$ cat config.mk
export PLATFORM = sky130hd
export DESIGN_NAME = sram_fifo_ctrl_flat
export DESIGN_NICKNAME = d
export VERILOG_FILES = /design/src/rtl/sram_fifo_ctrl_if.sv /design/src/rtl/sram_fifo_ctrl.sv /design/src/flat_wrapper.sv
export SDC_FILE = /design/constraint.sdc
export NUM_CORES = 1
export LEC_CHECK = 0
export ABC_CLOCK_PERIOD_IN_PS = 2560
export BUFFER_PORTS_ARGS = -buffer_cell sky130_fd_sc_hd__buf_2
export CELL_PAD_IN_SITES_DETAIL_PLACEMENT = 1
export CELL_PAD_IN_SITES_GLOBAL_PLACEMENT = 2
export CORE_AREA = 4 4 86 68
export CTS_BUF_LIST = sky130_fd_sc_hd__clkbuf_8 sky130_fd_sc_hd__clkbuf_16
export DETAILED_ROUTE_END_ITERATION = 10
export DIE_AREA = 0 0 90 72
export PLACE_DENSITY_LB_ADDON = 0.1
export SETUP_SLACK_MARGIN = 0.05
export SYNTH_ARGS = -nofsm -noshare
export SYNTH_HDL_FRONTEND = slang
export SYNTH_SLANG_ARGS = --single-unit
export TNS_END_PERCENT = 5
$ cat constraint.sdc
create_clock -name clk -period 2.56 [get_ports clk]
set_clock_uncertainty 0.15 [all_clocks]
set_input_delay 0 -clock clk [delete_from_list [all_inputs] [get_ports clk]]
set_output_delay 0 -clock clk [all_outputs]
set_load 0.02 [all_outputs]
$ cat src/rtl/sram_fifo_ctrl_if.sv
// Stream + SRAM-side bundle for sram_fifo_ctrl.
// Optional almost_full appears with SRAM_FIFO_AFULL_EN.
interface sram_fifo_ctrl_if #(
  parameter int WIDTH  = 8,
  parameter int ADDR_W = 4
);
  logic              flush;
  logic              wr_valid;
  logic [WIDTH-1:0]  wr_data;
  logic              wr_ready;
  logic              rd_req;
  logic              rd_ready;
  logic              rd_valid;
  logic [WIDTH-1:0]  rd_data;
  logic              full;
  logic              empty;
  logic              sram_rst;
  logic              sram_we;
  logic              sram_en;
  logic [ADDR_W-1:0] sram_w_addr;
  logic [ADDR_W-1:0] sram_r_addr;
  logic [WIDTH-1:0]  sram_data_w;
  logic [WIDTH-1:0]  sram_data_r;
`ifdef SRAM_FIFO_AFULL_EN
  logic              almost_full;
`endif

  modport slave (
    input  flush, wr_valid, wr_data, rd_req, sram_data_r,
    output wr_ready, rd_ready, rd_valid, rd_data,
    output full, empty,
`ifdef SRAM_FIFO_AFULL_EN
    output almost_full,
`endif
    output sram_rst, sram_we, sram_en,
    output sram_w_addr, sram_r_addr, sram_data_w
  );

  modport master (
    output flush, wr_valid, wr_data, rd_req, sram_data_r,
    input  wr_ready, rd_ready, rd_valid, rd_data,
    input  full, empty,
`ifdef SRAM_FIFO_AFULL_EN
    input  almost_full,
`endif
    input  sram_rst, sram_we, sram_en,
    input  sram_w_addr, sram_r_addr, sram_data_w
  );
endinterface

$ cat src/rtl/sram_fifo_ctrl.sv
// FIFO controller for a 16x8 sync dual-port SRAM, one op per cycle.
// Optional registered almost_full output: define SRAM_FIFO_AFULL_EN.
module sram_fifo_ctrl #(
  parameter int WIDTH    = 8,
  parameter int ADDR_W   = 4
`ifdef SRAM_FIFO_AFULL_EN
  ,
  parameter int AF_LEVEL = 12
`endif
) (
  input logic             clk,
  input logic             rst,
  sram_fifo_ctrl_if.slave bus
);
  typedef enum logic {S_CLEAR, S_RUN} state_t;

  localparam logic P_WRITE = 1'b0;
  localparam logic P_READ  = 1'b1;
  localparam logic [ADDR_W:0] DEPTH =
    {1'b1, {ADDR_W{1'b0}}};

  state_t            r_state;
  logic [ADDR_W-1:0] r_wptr;
  logic [ADDR_W-1:0] r_rptr;
  logic [ADDR_W:0]   r_count;
  logic              r_prio;
  logic              r_rd_valid;

  logic              w_run;
  logic              w_full;
  logic              w_empty;
  logic              w_can_w;
  logic              w_can_r;
  logic              w_gnt_w;
  logic              w_gnt_r;
  logic [ADDR_W:0]   w_count_nxt;

  assign w_run   = (r_state == S_RUN) && !bus.flush;
  assign w_full  = (r_count == DEPTH);
  assign w_empty = (r_count == '0);
  assign w_can_w = bus.wr_valid && !w_full;
  assign w_can_r = bus.rd_req && !w_empty;

  // Contention is settled by r_prio; a lone requester always wins.
  assign w_gnt_w = w_run && w_can_w &&
    (!w_can_r || r_prio == P_WRITE);
  assign w_gnt_r = w_run && w_can_r &&
    (!w_can_w || r_prio == P_READ);

  always_comb begin
    w_count_nxt = r_count;
    if (!w_run)
      w_count_nxt = '0;
    else if (w_gnt_w)
      w_count_nxt = r_count + 1'b1;
    else if (w_gnt_r)
      w_count_nxt = r_count - 1'b1;
  end

  always_ff @(posedge clk or negedge rst) begin
    if (!rst) begin
      r_state    <= S_CLEAR;
      r_wptr     <= '0;
      r_rptr     <= '0;
      r_count    <= '0;
      r_prio     <= P_WRITE;
      r_rd_valid <= 1'b0;
    end else begin
      unique case (r_state)
        S_CLEAR: begin
          r_state    <= S_RUN;
          r_rd_valid <= 1'b0;
        end
        S_RUN: begin
          if (bus.flush) begin
            r_state    <= S_CLEAR;
            r_wptr     <= '0;
            r_rptr     <= '0;
            r_count    <= '0;
            r_rd_valid <= 1'b0;
          end else begin
            if (w_gnt_w)
              r_wptr <= r_wptr + 1'b1;
            if (w_gnt_r)
              r_rptr <= r_rptr + 1'b1;
            if (w_can_w && w_can_r)
              r_prio <= ~r_prio;
            r_count    <= w_count_nxt;
            r_rd_valid <= w_gnt_r;
          end
        end
        default: r_state <= S_CLEAR;
      endcase
    end
  end

`ifdef SRAM_FIFO_AFULL_EN
  localparam logic [ADDR_W:0] AF_THR =
    AF_LEVEL[ADDR_W:0];

  logic r_afull;

  always_ff @(posedge clk or negedge rst) begin
    if (!rst)
      r_afull <= 1'b0;
    else if (!w_run)
      r_afull <= 1'b0;
    else
      r_afull <= (w_count_nxt >= AF_THR);
  end

  assign bus.almost_full = r_afull;
`endif

  assign bus.wr_ready = w_run && !w_full &&
    !(w_can_r && (!w_can_w || r_prio == P_READ));
  assign bus.rd_ready = w_run && !w_empty &&
    !(w_can_w && (!w_can_r || r_prio == P_WRITE));

  assign bus.rd_valid    = r_rd_valid;
  assign bus.rd_data     = bus.sram_data_r;
  assign bus.full        = w_full;
  assign bus.empty       = w_empty;
  assign bus.sram_rst    = (r_state == S_CLEAR);
  assign bus.sram_we     = w_gnt_w;
  assign bus.sram_en     = w_gnt_r;
  assign bus.sram_w_addr = r_wptr;
  assign bus.sram_r_addr = r_rptr;
  assign bus.sram_data_w = bus.wr_data;
endmodule

$ cat src/flat_wrapper.sv
// flat-port wrapper written by rule: the top's interface ports become plain ports
module sram_fifo_ctrl_flat 
#(
  parameter int WIDTH    = 8,
  parameter int ADDR_W   = 4

)
  (clk, rst, bus_flush, bus_wr_valid, bus_wr_data, bus_rd_req, bus_sram_data_r, bus_wr_ready, bus_rd_ready, bus_rd_valid, bus_rd_data, bus_full, bus_empty, bus_sram_rst, bus_sram_we, bus_sram_en, bus_sram_w_addr, bus_sram_r_addr, bus_sram_data_w);
  sram_fifo_ctrl_if #(.WIDTH(WIDTH), .ADDR_W(ADDR_W)) bus_i ();
  input logic clk;
  input logic rst;
  input wire logic [$bits(bus_i.flush)-1:0] bus_flush;
  input wire logic [$bits(bus_i.wr_valid)-1:0] bus_wr_valid;
  input wire logic [$bits(bus_i.wr_data)-1:0] bus_wr_data;
  input wire logic [$bits(bus_i.rd_req)-1:0] bus_rd_req;
  input wire logic [$bits(bus_i.sram_data_r)-1:0] bus_sram_data_r;
  output wire logic [$bits(bus_i.wr_ready)-1:0] bus_wr_ready;
  output wire logic [$bits(bus_i.rd_ready)-1:0] bus_rd_ready;
  output wire logic [$bits(bus_i.rd_valid)-1:0] bus_rd_valid;
  output wire logic [$bits(bus_i.rd_data)-1:0] bus_rd_data;
  output wire logic [$bits(bus_i.full)-1:0] bus_full;
  output wire logic [$bits(bus_i.empty)-1:0] bus_empty;
  output wire logic [$bits(bus_i.sram_rst)-1:0] bus_sram_rst;
  output wire logic [$bits(bus_i.sram_we)-1:0] bus_sram_we;
  output wire logic [$bits(bus_i.sram_en)-1:0] bus_sram_en;
  output wire logic [$bits(bus_i.sram_w_addr)-1:0] bus_sram_w_addr;
  output wire logic [$bits(bus_i.sram_r_addr)-1:0] bus_sram_r_addr;
  output wire logic [$bits(bus_i.sram_data_w)-1:0] bus_sram_data_w;
  assign bus_i.flush = bus_flush;
  assign bus_i.wr_valid = bus_wr_valid;
  assign bus_i.wr_data = bus_wr_data;
  assign bus_i.rd_req = bus_rd_req;
  assign bus_i.sram_data_r = bus_sram_data_r;
  assign bus_wr_ready = bus_i.wr_ready;
  assign bus_rd_ready = bus_i.rd_ready;
  assign bus_rd_valid = bus_i.rd_valid;
  assign bus_rd_data = bus_i.rd_data;
  assign bus_full = bus_i.full;
  assign bus_empty = bus_i.empty;
  assign bus_sram_rst = bus_i.sram_rst;
  assign bus_sram_we = bus_i.sram_we;
  assign bus_sram_en = bus_i.sram_en;
  assign bus_sram_w_addr = bus_i.sram_w_addr;
  assign bus_sram_r_addr = bus_i.sram_r_addr;
  assign bus_sram_data_w = bus_i.sram_data_w;
  sram_fifo_ctrl #(.WIDTH(WIDTH), .ADDR_W(ADDR_W)) u_core (.clk(clk), .rst(rst), .bus(bus_i));
endmodule
==> impl_metrics.prom <==
# TYPE chip_impl_metric gauge
chip_impl_metric{name="pin_count_of_the_biggest_net_entering_global_routing",unit=""} 17
chip_impl_metric{name="cts-buffers-inserted",unit=""} 3
chip_impl_metric{name="dieHeight",unit="um"} 72
chip_impl_metric{name="tightest_slew",unit="ps"} 438
chip_impl_metric{name="post_synth_and_or_nand_nor_area_fraction",unit="%"} 15.1
chip_impl_metric{name="synth-compound-area-share",unit="%"} 21.8
chip_impl_metric{name="synth-edff-count",unit=""} 0
chip_impl_metric{name="fillerInstances",unit=""} 580
chip_impl_metric{name="gp_routability_congestion",unit=""} 0.671
chip_impl_info{name="start_kind",value="flip-flop"} 1
chip_impl_metric{name="cpPeakStageDelay",unit="ps"} 470
chip_impl_metric{name="yosys.area.top_type_share",unit="%"} 34.3
chip_impl_metric{name="post_synth_instance_area",unit="um^2"} 1170
chip_impl_metric{name="first_pass_iters",unit=""} 4
chip_impl_info{name="cts_tree",value="yes"} 1
chip_impl_metric{name="cp_data_required_time",unit="ps"} 2540
chip_impl_metric{name="detailroute.via_count",unit=""} 1034
chip_impl_metric{name="synth_adder_area_share",unit="%"} 8.15
chip_impl_metric{name="final_net_count",unit=""} 186
chip_impl_info{name="critical_path.endpoint",value="u_core.r_count[4]"} 1
chip_impl_metric{name="syn_avg_cell_area",unit="um^2"} 9.89
chip_impl_metric{name="power.share.combinational",unit="%"} 59.4
chip_impl_metric{name="port-buffer-count",unit=""} 20
chip_impl_metric{name="drive_above_1_share",unit="%"} 35.0
chip_impl_metric{name="drt_wl_total",unit="um"} 3670
chip_impl_metric{name="final-hold-violation-count",unit=""} 0
chip_impl_metric{name="irDropWorstVdd",unit="mV"} 0.313
chip_impl_metric{name="core_region_area",unit="um^2"} 5090
chip_impl_metric{name="maximum_fanout_along_the_worst_path",unit=""} 4
chip_impl_metric{name="global_route.overflow_total",unit=""} 0
chip_impl_metric{name="remaining_drc_errors",unit=""} 0
chip_impl_metric{name="achievable_clock_frequency",unit="MHz"} 396
chip_impl_metric{name="track_usage",unit="%"} 12.0
chip_impl_info{name="status",value="finished clean"} 1
chip_impl_metric{name="clock_sink_count",unit=""} 16
chip_impl_info{name="timing.critical_path.cells",value="o41a_4, a211o_4, fa_2, a21o_1, a21oi_2, xnor2_1, a21oi_1, o22ai_1"} 1
chip_impl_metric{name="ys.warnings.count",unit=""} 0
chip_impl_metric{name="n_antenna_cell",unit=""} 0
chip_impl_metric{name="fraction_of_synthesized_cell_area_in_xor_and_xnor_cells",unit="%"} 4.50
chip_impl_info{name="synth_top_area_cell",value="sky130_fd_sc_hd__dfrtp_1"} 1
chip_impl_metric{name="reg2reg_setup_slack",unit="ps"} 40
chip_impl_metric{name="postSynthNetCount",unit=""} 146
chip_impl_metric{name="cts_htree_levels",unit=""} 1
chip_impl_metric{name="dp_hpwl",unit="um"} 2550
chip_impl_metric{name="design.die.area",unit="um^2"} 6480
chip_impl_metric{name="power.static_leakage",unit="nW"} 0.723
chip_impl_metric{name="grt_pass1_wl",unit="um"} 6130
chip_impl_metric{name="postSynth.asyncResetShare",unit="%"} 100
chip_impl_info{name="timing.critical_path.slowest_stage_cell",value="sky130_fd_sc_hd__o41a_4"} 1
chip_impl_metric{name="dp.cells",unit=""} 192
chip_impl_metric{name="clk-insertion-delay-late",unit="ps"} 260
chip_impl_metric{name="synth-seq-cells",unit=""} 16
chip_impl_metric{name="core.rowCount",unit=""} 23
chip_impl_metric{name="max_cap_viol_count",unit=""} 0
chip_impl_metric{name="fin_crit_sh",unit="%"} 98.5
chip_impl_metric{name="worst_setup_hold_path_clk_slew",unit="ps"} 80
chip_impl_metric{name="grt_antenna_before_repair",unit=""} 0
chip_impl_info{name="regToRegEndpoint",value="u_core.r_count[4]"} 1
chip_impl_metric{name="die_w",unit="um"} 90
chip_impl_info{name="rr_startpoint",value="u_core.r_count[0]"} 1
chip_impl_metric{name="pwrdens",unit="nW/um^2"} 954
chip_impl_metric{name="max-clock-path-buffers",unit=""} 2
chip_impl_metric{name="whs",unit="ps"} 67.0
chip_impl_metric{name="switching_power",unit="mW"} 0.688
chip_impl_metric{name="cell_internal_pwr",unit="mW"} 0.827
chip_impl_metric{name="post_synth_mux_area_share",unit="%"} 3.54
chip_impl_info{name="grt_setup_unrepaired",value="true"} 1
chip_impl_metric{name="power.share.clock",unit="%"} 13.9
chip_impl_metric{name="slew_viols_final",unit=""} 0
chip_impl_metric{name="final_core_util",unit="%"} 31.2
chip_impl_metric{name="initial_core_util",unit="%"} 22.9
chip_impl_metric{name="drt_first_iter_violations",unit=""} 18
chip_impl_info{name="timing_worst_setup_path_type",value="reg2reg"} 1
chip_impl_metric{name="worst-r2r-cell-count",unit=""} 8
chip_impl_info{name="end_kind",value="flip-flop"} 1
chip_impl_metric{name="netSwitchingFraction",unit="%"} 45.4
chip_impl_metric{name="yosysSeqAreaShare",unit="%"} 34.3
chip_impl_info{name="clock_tree.root_cell",value="sky130_fd_sc_hd__clkbuf_8"} 1
chip_impl_metric{name="avgRoutedWirePerCell",unit="um"} 16.7
chip_impl_metric{name="setup_violations",unit=""} 0
chip_impl_metric{name="vias_per_cell",unit=""} 4.72
chip_impl_metric{name="area_growth_syn_to_layout",unit="%"} 36.1
chip_impl_metric{name="final_cells",unit=""} 219
chip_impl_metric{name="post_synthesis_cell_count",unit=""} 118
chip_impl_info{name="synth-main-ff-cell",value="sky130_fd_sc_hd__dfrtp_1"} 1
chip_impl_metric{name="relSlewSlack",unit="%"} 70.8
chip_impl_info{name="critPathLaunch",value="u_core.r_count[0]"} 1
chip_impl_metric{name="floorplan.io_pins",unit=""} 53
chip_impl_info{name="most-common-layout-cells",value="20 x sky130_fd_sc_hd__dlygate4sd3_1, 20 x sky130_fd_sc_hd__buf_2, 15 x sky130_fd_sc_hd__dfrtp_1"} 1
chip_impl_metric{name="synthDistinctLibCells",unit=""} 45
chip_impl_metric{name="critical_path_arrival",unit="ps"} 2510
chip_impl_metric{name="final_antenna_net_count",unit=""} 0
chip_impl_metric{name="sequentialPowerShare",unit="%"} 26.8
chip_impl_metric{name="post-route-min-period",unit="ps"} 2520
chip_impl_info{name="synth_top_family_by_area",value="compound AO/OA/AOI/OAI gates"} 1
chip_impl_metric{name="number_of_global_route_vias_before_repair",unit=""} 1087
chip_impl_metric{name="setup_total_negative_slack",unit="ps"} 0
chip_impl_info{name="hold_removal_path_class",value="in2async"} 1
chip_impl_info{name="synthTopCellsByArea",value="sky130_fd_sc_hd__dfrtp_1 34%, sky130_fd_sc_hd__buf_4 10%, sky130_fd_sc_hd__ha_1 6.4%"} 1
==> cells in the mapped netlist, drive strengths merged (2+ instances only) <==
master and n:
xor2 2, o2bb2ai 4, buf 17, nor2 11
a21oi 6, nand3 3, nand2b 2, o21ai 4
ha 6, inv 3, o31ai 2, xnor2 4
nor3 3, nand2 9, mux2i 3, dfrtp 16
clkbuf 2
==> power by group through the flow <==
stage	combinational, mW	sequential [mW]	clock [mW]
6_report	0.900	0.406	0.210
5_1_grt	0.992	0.421	0.236
4_1_cts	0.909	0.408	0.229
3_5_place_dp	0.822	0.412	0
3_3_place_gp	0.814	0.409	0
2_1_floorplan	0.525	0.453	0
==> area by class of cell <==
class | count | area, um^2 | share of cell area [%]
multi-input cells | 79 | 643 | 40.5
repair buffers | 54 | 405 | 25.5
flip-flops and latches | 16 | 402 | 25.3
well taps | 62 | 77.6 | 4.88
clock buffers | 3 | 41.3 | 2.60
inverters | 4 | 16.3 | 1.02
clock inverters | 1 | 3.75 | 0.236
==> state kept, by name, summed over array words and instances, names as in the netlist <==
register	cells
u_core.r_count	5
u_core.bus.sram_r_addr	4
u_core.bus.sram_w_addr	4
u_core.bus.rd_valid	1
u_core.r_prio	1
u_core.r_state	1
==> worst min path at each step <==
stage	slack (ps)	to	start
after floorplan	-450	u_core.bus.rd_valid	rst
after global placement	-180	u_core.bus.sram_w_addr[3]	rst
after detailed placement	-170	u_core.bus.sram_w_addr[3]	rst
after CTS	80	u_core.bus.sram_w_addr[3]	rst
after global routing	110	u_core.bus.sram_w_addr[3]	rst
final	70	u_core.bus.rd_valid	rst
==> per-stage QoR <==
step           setup slack, ps  power (mW)  area [um^2]
2_1_floorplan             25.7       0.978         1180
3_3_place_gp              46.8        1.22         1310
3_5_place_dp              20.6        1.23         1310
4_1_cts                   31.3        1.55         1590
5_1_grt                  -53.8        1.65         1590
6_report                  37.3        1.52         1590
==> critical path: cells and delay by family, from the launching register on <==
| family | cells | cell delay [ps] |
|---|---|---|
| AO/OA/AOI/OAI | 6 | 1360 |
| flip-flops | 1 | 440 |
| adder cells (fa/ha/maj) | 1 | 350 |
| XOR/XNOR | 1 | 100 |
==> timing repair <==
action / in CTS / in global routing
hold buffers: 20 / 0
gates resized for setup: 1 / 0
setup buffers: 3 / 0
pin swaps: 3 / 1
hold endpoints to repair: 41 / 0
setup endpoints to repair: 1 / 2
==> metal layers <==
metal	track usage (%)	vias to the layer above	part of all wire, %	routed length [um]
li1	-	487	-	-
met1	15.9	497	47	1720
met2	20.0	43	46	1680
met3	3.21	7	6.0	221
met4	2.72	0	1.3	46
met5	0	-	0	0
==> kinds of logic after synthesis <==
family	after synthesis
AOI/OAI and AO/OA	28
xor gates and xnor gates	6
adders and majority gates	7
buffers and inverters	23
DFF	16
muxes	4
and+or+nand+nor	34
Note: power is estimated with default switching activity, not from simulation.
